File: src/rtl/aes_col_serializer.sv
// aes_col_serializer
// Captures one 4-column state block and streams its columns one per accepted
// beat. The column index is carried on the mux select pair S1S0 using the
// downstream cell's Gray coding (00, 01, 11, 10). It also counts completed
// blocks and reports busy status.
module aes_col_serializer #(
    parameter int COL_W = 32,
    parameter int CNT_W = 8
) (
    input  logic               CLK,
    input  logic               RSTB,
    input  logic               IN_VALID,
    output logic               IN_READY,
    input  logic [4*COL_W-1:0] IN_DATA,
    input  logic               ABORT,
    output logic               OUT_VALID,
    input  logic               OUT_READY,
    output logic [COL_W-1:0]   OUT_DATA,
    output logic               OUT_LAST,
    output logic               S1,
    output logic               S0,
    output logic               BUSY,
    output logic [CNT_W-1:0]   BLK_CNT
);

    typedef enum logic {
        ST_IDLE = 1'b0,
        ST_SEND = 1'b1
    } state_e;

    // Select codes as seen by the mux cell: col0->IN1, col1->IN3, col2->IN4, col3->IN2
    localparam logic [1:0] SEL_C0 = 2'b00;
    localparam logic [1:0] SEL_C1 = 2'b01;
    localparam logic [1:0] SEL_C2 = 2'b11;
    localparam logic [1:0] SEL_C3 = 2'b10;

    state_e               state_q, state_d;
    logic [1:0]           sel_q, sel_d;
    logic [4*COL_W-1:0]   hold_q, hold_d;
    logic [CNT_W-1:0]     cnt_q, cnt_d;
    logic                 valid_q, valid_d;
    logic                 busy_q, busy_d;

    logic                 last_s;
    logic                 in_ready_s;
    logic [COL_W-1:0]     col_s;

    // Gray-sequence successor of a select code
    function automatic logic [1:0] sel_next(input logic [1:0] sel);
        logic [1:0] nxt;
        case (sel)
            SEL_C0:  nxt = SEL_C1;
            SEL_C1:  nxt = SEL_C2;
            SEL_C2:  nxt = SEL_C3;
            SEL_C3:  nxt = SEL_C0;
            default: nxt = SEL_C0;
        endcase
        return nxt;
    endfunction

    // Column mux driven by the same select coding as the downstream cell
    always_comb begin
        col_s = hold_q[4*COL_W-1 -: COL_W];
        case (sel_q)
            SEL_C0:  col_s = hold_q[4*COL_W-1 -: COL_W];
            SEL_C1:  col_s = hold_q[3*COL_W-1 -: COL_W];
            SEL_C2:  col_s = hold_q[2*COL_W-1 -: COL_W];
            SEL_C3:  col_s = hold_q[COL_W-1 -: COL_W];
            default: col_s = hold_q[4*COL_W-1 -: COL_W];
        endcase
    end

    // Last-beat decode and input handshake; ABORT blocks any capture
    always_comb begin
        last_s     = (state_q == ST_SEND) && (sel_q == SEL_C3);
        in_ready_s = !ABORT && ((state_q == ST_IDLE) || (last_s && OUT_READY));
    end

    // Next-state logic: ABORT first, then load / advance / finish
    always_comb begin
        state_d = state_q;
        sel_d   = sel_q;
        hold_d  = hold_q;
        cnt_d   = cnt_q;
        if (ABORT) begin
            state_d = ST_IDLE;
            sel_d   = SEL_C0;
        end else begin
            case (state_q)
                ST_IDLE: begin
                    if (IN_VALID) begin
                        hold_d  = IN_DATA;
                        sel_d   = SEL_C0;
                        state_d = ST_SEND;
                    end else begin
                        state_d = ST_IDLE;
                    end
                end
                ST_SEND: begin
                    if (OUT_READY) begin
                        if (sel_q == SEL_C3) begin
                            cnt_d = cnt_q + {{(CNT_W-1){1'b0}}, 1'b1};
                            sel_d = SEL_C0;
                            if (IN_VALID) begin
                                hold_d  = IN_DATA;
                                state_d = ST_SEND;
                            end else begin
                                state_d = ST_IDLE;
                            end
                        end else begin
                            sel_d = sel_next(sel_q);
                        end
                    end else begin
                        sel_d = sel_q;
                    end
                end
                default: begin
                    state_d = ST_IDLE;
                    sel_d   = SEL_C0;
                end
            endcase
        end
        valid_d = (state_d == ST_SEND);
        busy_d  = (state_d == ST_SEND);
    end

    // State, select, holding register, counter and status flops
    always_ff @(posedge CLK or negedge RSTB) begin
        if (!RSTB) begin
            state_q <= ST_IDLE;
            sel_q   <= SEL_C0;
            hold_q  <= {(4*COL_W){1'b0}};
            cnt_q   <= {CNT_W{1'b0}};
            valid_q <= 1'b0;
            busy_q  <= 1'b0;
        end else begin
            state_q <= state_d;
            sel_q   <= sel_d;
            hold_q  <= hold_d;
            cnt_q   <= cnt_d;
            valid_q <= valid_d;
            busy_q  <= busy_d;
        end
    end

    assign IN_READY  = in_ready_s;
    assign OUT_VALID = valid_q;
    assign OUT_DATA  = col_s;
    assign OUT_LAST  = last_s;
    assign S1        = sel_q[1];
    assign S0        = sel_q[0];
    assign BUSY      = busy_q;
    assign BLK_CNT   = cnt_q;

endmodule

File: config.mk
export PLATFORM = sky130hd
export DESIGN_NAME = aes_col_serializer
export DESIGN_NICKNAME = d
export VERILOG_FILES = /design/src/rtl/aes_col_serializer.sv
export SDC_FILE = /design/constraint.sdc
export NUM_CORES = 1
export LEC_CHECK = 0
export ABC_AREA = 1
export BUFFER_PORTS_ARGS = -buffer_cell sky130_fd_sc_hd__buf_2
export CORE_MARGIN = 3
export CORE_UTILIZATION = 30
export DETAILED_ROUTE_END_ITERATION = 12
export GPL_TIMING_DRIVEN = 1
export HOLD_SLACK_MARGIN = 0.06
export SYNTH_ARGS = -nofsm -noshare
export SYNTH_HDL_FRONTEND = slang
export SYNTH_SLANG_ARGS = --single-unit
File: constraint.sdc
create_clock -name CLK -period 3.3 [get_ports CLK]
set_input_delay 0.99 -clock CLK [delete_from_list [all_inputs] [get_ports CLK]]
set_output_delay 0.99 -clock CLK [all_outputs]
set_load 0.02 [all_outputs]
==> results by group, run 1 <==
Outcome
  • Status: finished, final reports clean

Timing
  • Max-slew violations: 0
  • Final worst-path cycle share: 0.924
  • Unrepaired setup endpoints after global routing: no
  • Worst slew pin tran: 0.672 ns
  • Skew final: 0.00872 ns
  • Final hold vios: 0
  • Fmax achieved: 0.328 GHz
  • Minimum clock period: 3.05 ns
  • Slew HR: 0.552
  • Setup TNS Final: 0 ns
  • Final setup viols: 0
  • Final hold slack: 0.479 ns

Critical path
  • Crit. End Element: output pin
  • Worst EP arrival: 2.06 ns
  • R2R Setup Slk: 1.37 ns
  • CP Launch Type: register
  • Worst reg-to-reg path cell count: 6
  • Critical Path RT: 2.31 ns
  • Reg-to-reg critical path endpoint: hold_q[15]$_DFFE_PN0P_
  • FF-to-FF Start: sel_q[0]$_DFFE_PN0P_
  • Setup CP Type: register to output pin
  • CP max FO: 32

Placed design
  • Port Buf Inserts: 178
  • Placed inst area: 7540 um2
  • Detailed Place HPWL: 11900 um
  • Gpl congestion: 0.788

Routing
  • Drt drc: 0
  • Post-route antenna net violation count: 0
  • Final wirelength: 19000 um
  • Via count: 5982
  • Detailed Routing Iterations Pass 1: 5
  • WL/cell: 15.2 um
  • Avg Vias per Cell: 4.78
  • Initial DRC count: 296

Final layout
  • Synth-to-layout area growth: 27.4%
  • Post-layout nets: 1102
  • Finished layout cell area: 8150 um2
  • Reg area: 3480 um2
  • Area of the multi-input gates: 2600 um2
  • Proportion of layout cells with a drive suffix above 1: 0.233
  • Layout fillers: 2165

Power and ir drop
  • Switching Power: 1.40 mW
  • Clock power share: 0.407
  • Pwr Total: 4.92 mW
  • Internal power: 3.52 mW
  • Leakage Power: 4.37 nW
  • Peak VDD IR: 0.301 mV
  • Seq pwr share: 0.430
  • Power Dens Cells: 603 nW/um2
  • Fraction of power spent switching nets: 0.284
  • Comb power frac: 0.163

Yosys
  • Yosys top cell by area: dfrtp_1
  • Synthesized netlist cell count: 813
  • Post-synthesis net count: 947
  • Netlist cell types: 20
  • Syn Area/Cell: 7.87 um2
  • Most numerous cell in the Yosys netlist: nand2_1
  • Synth top area share: 0.544
  • Area contributors post-synth: dfrtp_1, nand2_1, nand3_1, nand4_1, clkbuf_1
  • Synth Cell Area: 6400 um2
  • Synth async-reset ratio: 1.00
  • Sequential fraction of the synthesis area: 0.544
  • Top post-synthesis cells by count: nand2_1, dfrtp_1, nand3_1
  • Post-synthesis register bit count: 139
  • Synth warn: 0
  • Prevailing post-synth register cell: dfrtp_1
  • Post-synth EDFFs: 0

CTS
  • Post-CTS Resized: 0
  • CTS sink cnt: 139
  • CTS tree: yes
  • Clock Tree Buf Depth: 2
  • Worst-path clk slew: 0.06 ns
  • Num CTS Buffers: 17
  • Skew-Pair Late Insertion Delay: 0.42 ns
  • Hold buffer count at CTS: 0
  • H-tree Lvls: 4
  • Setup Buffers After CTS: 0
  • CTS root buf: clkbuf_16

Hold path
  • Worst Hold Depth: 2
  • Min-delay src: hold_q[25]$_DFFE_PN0P_
  • Hold crit path type: register to register
  • WHS Endpoint: hold_q[25]$_DFFE_PN0P_

Floorplanning
  • I/O Pins: 179
  • Die Y: 152 um
  • Rows: 52
  • Initial core utilization: 0.311
  • Die area: 23100 um2
  • Core area: 20600 um2
  • Die X: 152 um

Global routing
  • Initial antenna violation count: 1
  • Grt ovf: 0
  • Vias in the first global route: 5911
  • Largest net degree at the start of global routing: 130
  • Global-route wire length before repair: 31100 um
  • Total Routing Usage GR: 0.165

Flow run
  • Total of max-cap violations: 0
-- critical path: stages, from the launching register on --
cell and delay, ns:
dfrtp_1 0.45, inv_1 0.19, nand2_1 0.11, inv_1 0.08, buf_4 0.40, nand2_1 0.09
nand4_1 0.12, buf_2 0.18
-- routing by layer --
metal | vias to the layer above | routed length (um) | global-route usage
met5 | - | 0 | 0
met4 | 0 | 156 | 0.0402
met3 | 17 | 1140 | 0.0435
met2 | 191 | 8650 | 0.253
met1 | 2839 | 9080 | 0.234
li1 | 2935 | - | -
-- logic make-up after synthesis --
logic type,share of synthesized area
and+or+nand+nor,0.391
DFF,0.544
buffers and inverters,0.0544
AOI/OAI and AO/OA,0.00763
xor gates and xnor gates,0.00137
adders and majority gates,0.00196
-- final cells by class --
| type | instances | area share |
|---|---|---|
| inverters | 13 | 0.00599 |
| flip-flops and latches | 139 | 0.427 |
| diodes | 1 | 0.000307 |
| multi-input cells | 604 | 0.319 |
| well taps | 270 | 0.0414 |
| clock inverters | 10 | 0.0170 |
| repair buffers | 193 | 0.132 |
| clock buffers | 21 | 0.0577 |
-- flip-flops by register name (all words and copies together), names as in the netlist --
register and flops:
hold_q 128, BLK_CNT 8, sel_q 2, BUSY 1
-- worst max-delay path by stage --
stage | start | to | slack [ns] | depth (start not counted)
global route | sel_q[0]$_DFFE_PN0P_ | OUT_DATA[0] | 0.08 | 7
CTS | sel_q[0]$_DFFE_PN0P_ | OUT_DATA[31] | 0.22 | 6
floorplan | OUT_READY | IN_READY | 0.82 | 3
global placement | OUT_READY | IN_READY | 0.63 | 4
finish | sel_q[0]$_DFFE_PN0P_ | OUT_DATA[18] | 0.25 | 7
detailed placement | OUT_READY | IN_READY | 0.62 | 4
-- stage by stage --
step	setup WS [ns]	utilization	instances
2_1_floorplan	0.815	-	813
3_3_place_gp	0.626	0.367	1219
3_5_place_dp	0.620	0.367	1219
4_1_cts	0.219	0.396	1250
5_1_grt	0.0773	0.396	1251
6_report	0.251	0.396	1251
-- cell usage in the layout, fill, tap and decap left out --
master,count
diode_2,1
clkbuf_1,1
o21ai_0,3
buf_4,11
nand3_4,1
nand4_1,35
clkinv_2,3
nand2_1,414
ha_1,1
clkinv_4,1
a21oi_4,1
o211ai_1,1
inv_1,13
buf_6,1
buf_12,5
clkinvlp_4,1
inv_6,2
nand3_1,131
nor3_1,1
clkbuf_8,3
clkbuf_16,17
a21oi_1,2
nor2_1,8
buf_2,176
bufinv_16,3
nor2_4,2
dfrtp_1,139
nand3_2,1
xor2_1,1
nand3b_1,2
-- power groups by stage --
stage / sequential [mW] / clock, mW / combinational, mW
6_report: 2.11 / 2.00 / 0.800
3_5_place_dp: 2.14 / 0 / 0.811
2_1_floorplan: 2.10 / 0 / 0.512
4_1_cts: 2.11 / 2.05 / 0.816
5_1_grt: 2.14 / 2.12 / 0.908
3_3_place_gp: 2.13 / 0 / 0.802
No activity file was read; power rests on OpenSTA's default activity.
==> inputs of run 2 (changes only) <==
Settings changed: CELL_PAD_IN_SITES_DETAIL_PLACEMENT set to 1, CELL_PAD_IN_SITES_GLOBAL_PLACEMENT set to 2, PLACE_DENSITY_LB_ADDON set to 0.1.
==> results by group, run 2 (same netlist as run 1, synthesis figures left out) <==
Routing
  • Initial DRC count: 255 (was 296)
  • Post-route antenna net violation count: 0 (unchanged)
  • Detailed Routing Iterations Pass 1: 7 (was 5)
  • WL/cell: 17.3 um (was 15.2 um)
  • Avg Vias per Cell: 4.83 (was 4.78)
  • Via count: 6041 (was 5982)
  • Final wirelength: 21600 um (was 19000 um)
  • Drt drc: 0 (unchanged)

Final layout
  • Post-layout nets: 1102 (unchanged)
  • Most frequent cells in the layout: nand2_1, buf_2, dfrtp_1 (unchanged)
  • Synth-to-layout area growth: 28.4% (was 27.4%)
  • Largest register FFs: 128 (unchanged)
  • Proportion of layout cells with a drive suffix above 1: 0.234 (was 0.233)
  • Reg with most FFs: hold_q (unchanged)
  • Diode count: 0 (was 1)
  • Commonest non-fill, non-tap cell in the layout: nand2_1 (unchanged)

Critical path
  • Crit-path slowest cell: dfrtp_1 (unchanged)
  • Worst EP arrival: 2.06 ns (about the same)
  • Crit. End Element: output pin (unchanged)
  • CP max FO: 17 (was 32)
  • Crit path cell chain: nor2_4, buf_4, nand2_1, nand4_1, buf_2 (was inv_1, nand2_1, inv_1, buf_4, nand2_1, nand4_1, buf_2)
  • Slowest cell delay on critical path: 0.49 ns (was 0.45 ns)
  • Setup CP Type: register to output pin (unchanged)
  • CP Launch Type: register (unchanged)
  • Critical Path RT: 2.31 ns (about the same)

Timing
  • Final worst-path cycle share: 0.925 (was 0.924)
  • Setup TNS Final: 0 ns (unchanged)
  • Max-slew violations: 0 (unchanged)
  • Final hold vios: 0 (unchanged)
  • Minimum clock period: 3.05 ns (about the same)
  • Final setup viols: 0 (unchanged)
  • Unrepaired setup endpoints after global routing: no (unchanged)
  • Skew final: 0.00926 ns (was 0.00872 ns)
  • Worst slew pin tran: 0.803 ns (was 0.672 ns)
  • Fmax achieved: 0.328 GHz (about the same)
  • Slew HR: 0.463 (was 0.552)

Global routing
  • Vias in the first global route: 6718 (was 5911)
  • GRT met1 Usage: 0.245 (was 0.234)
  • Total Routing Usage GR: 0.187 (was 0.165)
  • Largest net degree at the start of global routing: 129 (was 130)
  • Global-route wire length before repair: 35200 um (was 31100 um)
  • Busiest grt layer: met2 (unchanged)
  • Met3 Usage GRT: 0.0475 (was 0.0435)
  • Initial antenna violation count: 3 (was 1)
  • Met2 Use GR: 0.311 (was 0.253)
  • Grt ovf: 0 (unchanged)

Placed design
  • Gpl congestion: 0.792 (was 0.788)
  • Detailed Place HPWL: 14100 um (was 11900 um)
  • Port Buf Inserts: 178 (unchanged)

CTS
  • Skew-Pair Late Insertion Delay: 0.42 ns (about the same)
  • H-tree Lvls: 4 (unchanged)
  • Hold buffer count at CTS: 0 (unchanged)
  • Worst-path clk slew: 0.06 ns (about the same)
  • CTS sink cnt: 139 (unchanged)
  • Post-CTS Resized: 0 (unchanged)
  • Setup Buffers After CTS: 0 (unchanged)
  • CTS tree: yes (unchanged)
  • Clock Tree Buf Depth: 2 (unchanged)
  • CTS root buf: clkbuf_16 (unchanged)
  • Num CTS Buffers: 17 (unchanged)

Flow run
  • Total of max-cap violations: 0 (unchanged)

Power and ir drop
  • Power Dens Cells: 624 nW/um2 (was 603 nW/um2)
  • Peak VDD IR: 0.298 mV (was 0.301 mV)
  • Leakage Power: 4.40 nW (was 4.37 nW)
  • Pwr Total: 5.12 mW (was 4.92 mW)

Floorplanning
  • Die Y: 152 um (unchanged)
  • I/O Pins: 179 (unchanged)
  • Initial core utilization: 0.311 (unchanged)
  • Die area: 23100 um2 (unchanged)
  • Core area: 20600 um2 (unchanged)
  • Rows: 52 (unchanged)
  • Die X: 152 um (unchanged)

Hold path
  • Hold crit path type: register to register (unchanged)

Outcome
  • Status: finished, final reports clean (unchanged)
[run 2: final timing paths]
path / slack, ns / cells after the start / start / to
min in group asynchronous: 0.52 / 1 / RSTB / hold_q[89]$_DFFE_PN0P_
min: 0.48 / 2 / hold_q[50]$_DFFE_PN0P_ / hold_q[50]$_DFFE_PN0P_
max: 0.25 / 5 / sel_q[1]$_DFFE_PN0P_ / OUT_DATA[7]
min reg2reg: 0.48 / 2 / hold_q[50]$_DFFE_PN0P_ / hold_q[50]$_DFFE_PN0P_
max reg2reg: 1.47 / 6 / sel_q[0]$_DFFE_PN0P_ / BLK_CNT[3]$_DFFE_PN0P_
max in group asynchronous: 1.95 / 2 / RSTB / hold_q[25]$_DFFE_PN0P_
[run 2: per-stage QoR]
stage	utilization	cell area, um2	hold WS, ns	worst slack, ns	std cells
2_1_floorplan	-	6400	0.449	0.815	813
3_3_place_gp	0.367	7540	0.462	0.664	1219
3_5_place_dp	0.367	7540	0.465	0.640	1219
4_1_cts	0.400	8210	0.481	0.182	1250
5_1_grt	0.400	8210	0.501	0.0813	1250
6_report	0.400	8210	0.476	0.248	1250
[run 2: routing by layer]
layer	routed length (um)	vias up
met2	10300	142
met4	230	6
met3	1150	22
li1	-	2923
met5	28	-
met1	9890	2948
[run 2: power breakdown]
part	internal, mW	switching (mW)	total, mW
Combinational	0.304	0.514	0.818
Clock	1.44	0.744	2.19
Sequential	1.97	0.151	2.12
[run 2: critical path: cells and delay by family (launching register included)]
| kind | cells | cell delay, ns |
|---|---|---|
| DFF | 1 | 0.49 |
| buffers and inverters | 2 | 0.48 |
| and+or+nand+nor | 3 | 0.67 |
[run 2: layout make-up]
type / count / area (um2)
multi-input cells: 604 / 2600
clock inverters: 9 / 181
repair buffers: 193 / 1070
fillers: 2546 / 12300
clock buffers: 22 / 494
inverters: 13 / 48.8
well taps: 270 / 338
flip-flops and latches: 139 / 3480
==> inputs of run 3 (changes only) <==
Clock period 3.3 ns to 3.8 ns, I/O delays scaled along.
==> results by group, run 3 (same netlist as run 1, synthesis figures left out) <==
Outcome
  • Status: finished, final reports clean (unchanged)

Timing
  • Final hold slack: 0.480 ns (was 0.476 ns)
  • Final hold vios: 0 (unchanged)
  • Fmax achieved: 0.314 GHz
  • Setup TNS Final: 0 ns (unchanged)
  • Slew HR: 0.423 (was 0.463)
  • Worst slew pin tran: 0.866 ns (was 0.803 ns)
  • Unrepaired setup endpoints after global routing: no (unchanged)
  • Max-slew violations: 0 (unchanged)
  • Skew final: 0.0134 ns (was 0.00926 ns)
  • Final worst-path cycle share: 0.838
  • Final setup viols: 0 (unchanged)
  • Minimum clock period: 3.19 ns

Critical path
  • Slowest cell delay on critical path: 0.47 ns (was 0.49 ns)
  • Largest delay contributor family on the critical path: buffers and inverters (was simple AND/OR/NAND/NOR gates)
  • Setup CP Type: register to output pin (unchanged)
  • CP Launch Type: register (unchanged)
  • CP max FO: 32 (was 17)
  • Worst EP arrival: 2.05 ns (was 2.06 ns)
  • Critical Path RT: 2.66 ns (was 2.31 ns)
  • Crit. End Element: output pin (unchanged)
  • Crit-path slowest cell: dfrtp_1 (unchanged)
  • FF-to-FF Start: sel_q[0]$_DFFE_PN0P_ (unchanged)
  • Worst reg-to-reg path cell count: 7 (was 6)
  • Crit path cell chain: inv_1, nor2_4, buf_4, nand2_1, nand4_1, buf_2 (was nor2_4, buf_4, nand2_1, nand4_1, buf_2)
  • R2R Setup Slk: 1.19 ns (was 1.47 ns)
  • CP Buf/Inv Count: 3 (was 2)
  • Reg-to-reg critical path endpoint: hold_q[127]$_DFFE_PN0P_ (was BLK_CNT[3]$_DFFE_PN0P_)

Floorplanning
  • I/O Pins: 179 (unchanged)
  • Die area: 23100 um2 (unchanged)
  • Rows: 52 (unchanged)
  • Die X: 152 um (unchanged)
  • Initial core utilization: 0.311 (unchanged)
  • Core area: 20600 um2 (unchanged)
  • Die Y: 152 um (unchanged)

Power and ir drop
  • Peak VDD IR: 0.243 mV (was 0.298 mV)
  • Pwr Total: 4.35 mW (was 5.12 mW)
  • Power Dens Cells: 534 nW/um2 (was 624 nW/um2)
  • Leakage Power: 4.36 nW (was 4.40 nW)

CTS
  • H-tree Lvls: 4 (unchanged)
  • Skew-Pair Late Insertion Delay: 0.43 ns (was 0.42 ns)
  • Post-CTS Resized: 0 (unchanged)
  • Setup Buffers After CTS: 0 (unchanged)
  • Hold buffer count at CTS: 0 (unchanged)
  • CTS root buf: clkbuf_16 (unchanged)
  • Clock Tree Buf Depth: 2 (unchanged)
  • Num CTS Buffers: 17 (unchanged)
  • CTS tree: yes (unchanged)
  • CTS sink cnt: 139 (unchanged)
  • Worst-path clk slew: 0.06 ns (about the same)

Final layout
  • Diode count: 0 (unchanged)
  • Commonest non-fill, non-tap cell in the layout: nand2_1 (unchanged)
  • Synth-to-layout area growth: 27.3% (was 28.4%)
  • Post-layout nets: 1102 (unchanged)
  • Proportion of layout cells with a drive suffix above 1: 0.234 (unchanged)
  • Most frequent cells in the layout: nand2_1, buf_2, dfrtp_1 (unchanged)
  • Layout fillers: 2581 (was 2546)
  • Largest register FFs: 128 (unchanged)
  • Reg with most FFs: hold_q (unchanged)
  • Final std cells w/o fill: 1250 (unchanged)

Routing
  • WL/cell: 17.5 um (was 17.3 um)
  • Post-route antenna net violation count: 0 (unchanged)
  • Avg Vias per Cell: 4.87 (was 4.83)
  • Via count: 6092 (was 6041)
  • Final wirelength: 21800 um (was 21600 um)
  • Initial DRC count: 239 (was 255)
  • Detailed Routing Iterations Pass 1: 4 (was 7)
  • Drt drc: 0 (unchanged)

Global routing
  • Vias in the first global route: 6636 (was 6718)
  • Grt ovf: 0 (unchanged)
  • Total Routing Usage GR: 0.190 (was 0.187)
  • Largest net degree at the start of global routing: 84 (was 129)
  • Global-route wire length before repair: 35400 um (was 35200 um)
  • Initial antenna violation count: 1 (was 3)

Hold path
  • Worst Hold Depth: 2 (unchanged)
  • WHS Endpoint: hold_q[68]$_DFFE_PN0P_ (was hold_q[50]$_DFFE_PN0P_)
  • Min-delay src: hold_q[68]$_DFFE_PN0P_ (was hold_q[50]$_DFFE_PN0P_)
  • Hold crit path type: register to register (unchanged)

Placed design
  • Port Buf Inserts: 178 (unchanged)
  • Post-placement cell count: 1219 (unchanged)
  • Gpl congestion: 0.787 (was 0.792)
  • Detailed Place HPWL: 14000 um (was 14100 um)

Flow run
  • Total of max-cap violations: 0 (unchanged)
==> run 3: per-stage QoR <==
step | instance area (um2) | setup slack (ns) | util
finish | 8150 | 0.614 | 0.396
global route | 8150 | 0.487 | 0.396
CTS | 8150 | 0.563 | 0.396
detailed placement | 7510 | 0.589 | 0.365
global placement | 7510 | 0.650 | 0.365
floorplan | 6400 | 1.02 | -
==> run 3: worst max-delay path by stage <==
stage                               to                  from  depth (start not counted)  slack (ns)
2_1_floorplan                 IN_READY             OUT_READY                          3        1.02
3_3_place_gp    hold_q[88]$_DFFE_PN0P_             OUT_READY                          7        0.65
3_5_place_dp   hold_q[127]$_DFFE_PN0P_             OUT_READY                          7        0.59
4_1_cts                   OUT_DATA[14]  sel_q[0]$_DFFE_PN0P_                          6        0.56
5_1_grt                   OUT_DATA[14]  sel_q[0]$_DFFE_PN0P_                          6        0.49
6_report                  OUT_DATA[14]  sel_q[0]$_DFFE_PN0P_                          6        0.61
==> run 3: worst register-to-register path: cells and delay by family (launching register included) <==
kind	cells	cell delay, ns
and+or+nand+nor	3	0.52
AOI/OAI and AO/OA	1	0.16
DFF	1	0.46
buffers and inverters	3	1.41
==> run 3: metal layers <==
layer	GRT usage	up-vias	wire length, um
li1	-	2915	-
met1	0.248	2999	9910
met2	0.310	151	10500
met3	0.0532	25	1130
met4	0.0518	2	295
met5	0	-	8
==> run 3: area by class of cell <==
type | count | area (um2) | share of cell area
Sequential cell | 139 | 3480 | 0.427
Multi-Input combinational cell | 604 | 2600 | 0.319
Timing Repair Buffer | 193 | 1050 | 0.129
Clock buffer | 18 | 439 | 0.0539
Tap cell | 270 | 338 | 0.0415
Clock inverter | 13 | 194 | 0.0238
Inverter | 13 | 48.8 | 0.00599
==> run 3: power breakdown <==
part           leakage, nW  switching, mW  internal (mW)
Combinational         2.32          0.449          0.261
Clock                0.295          0.683           1.12
Sequential            1.74          0.131           1.71
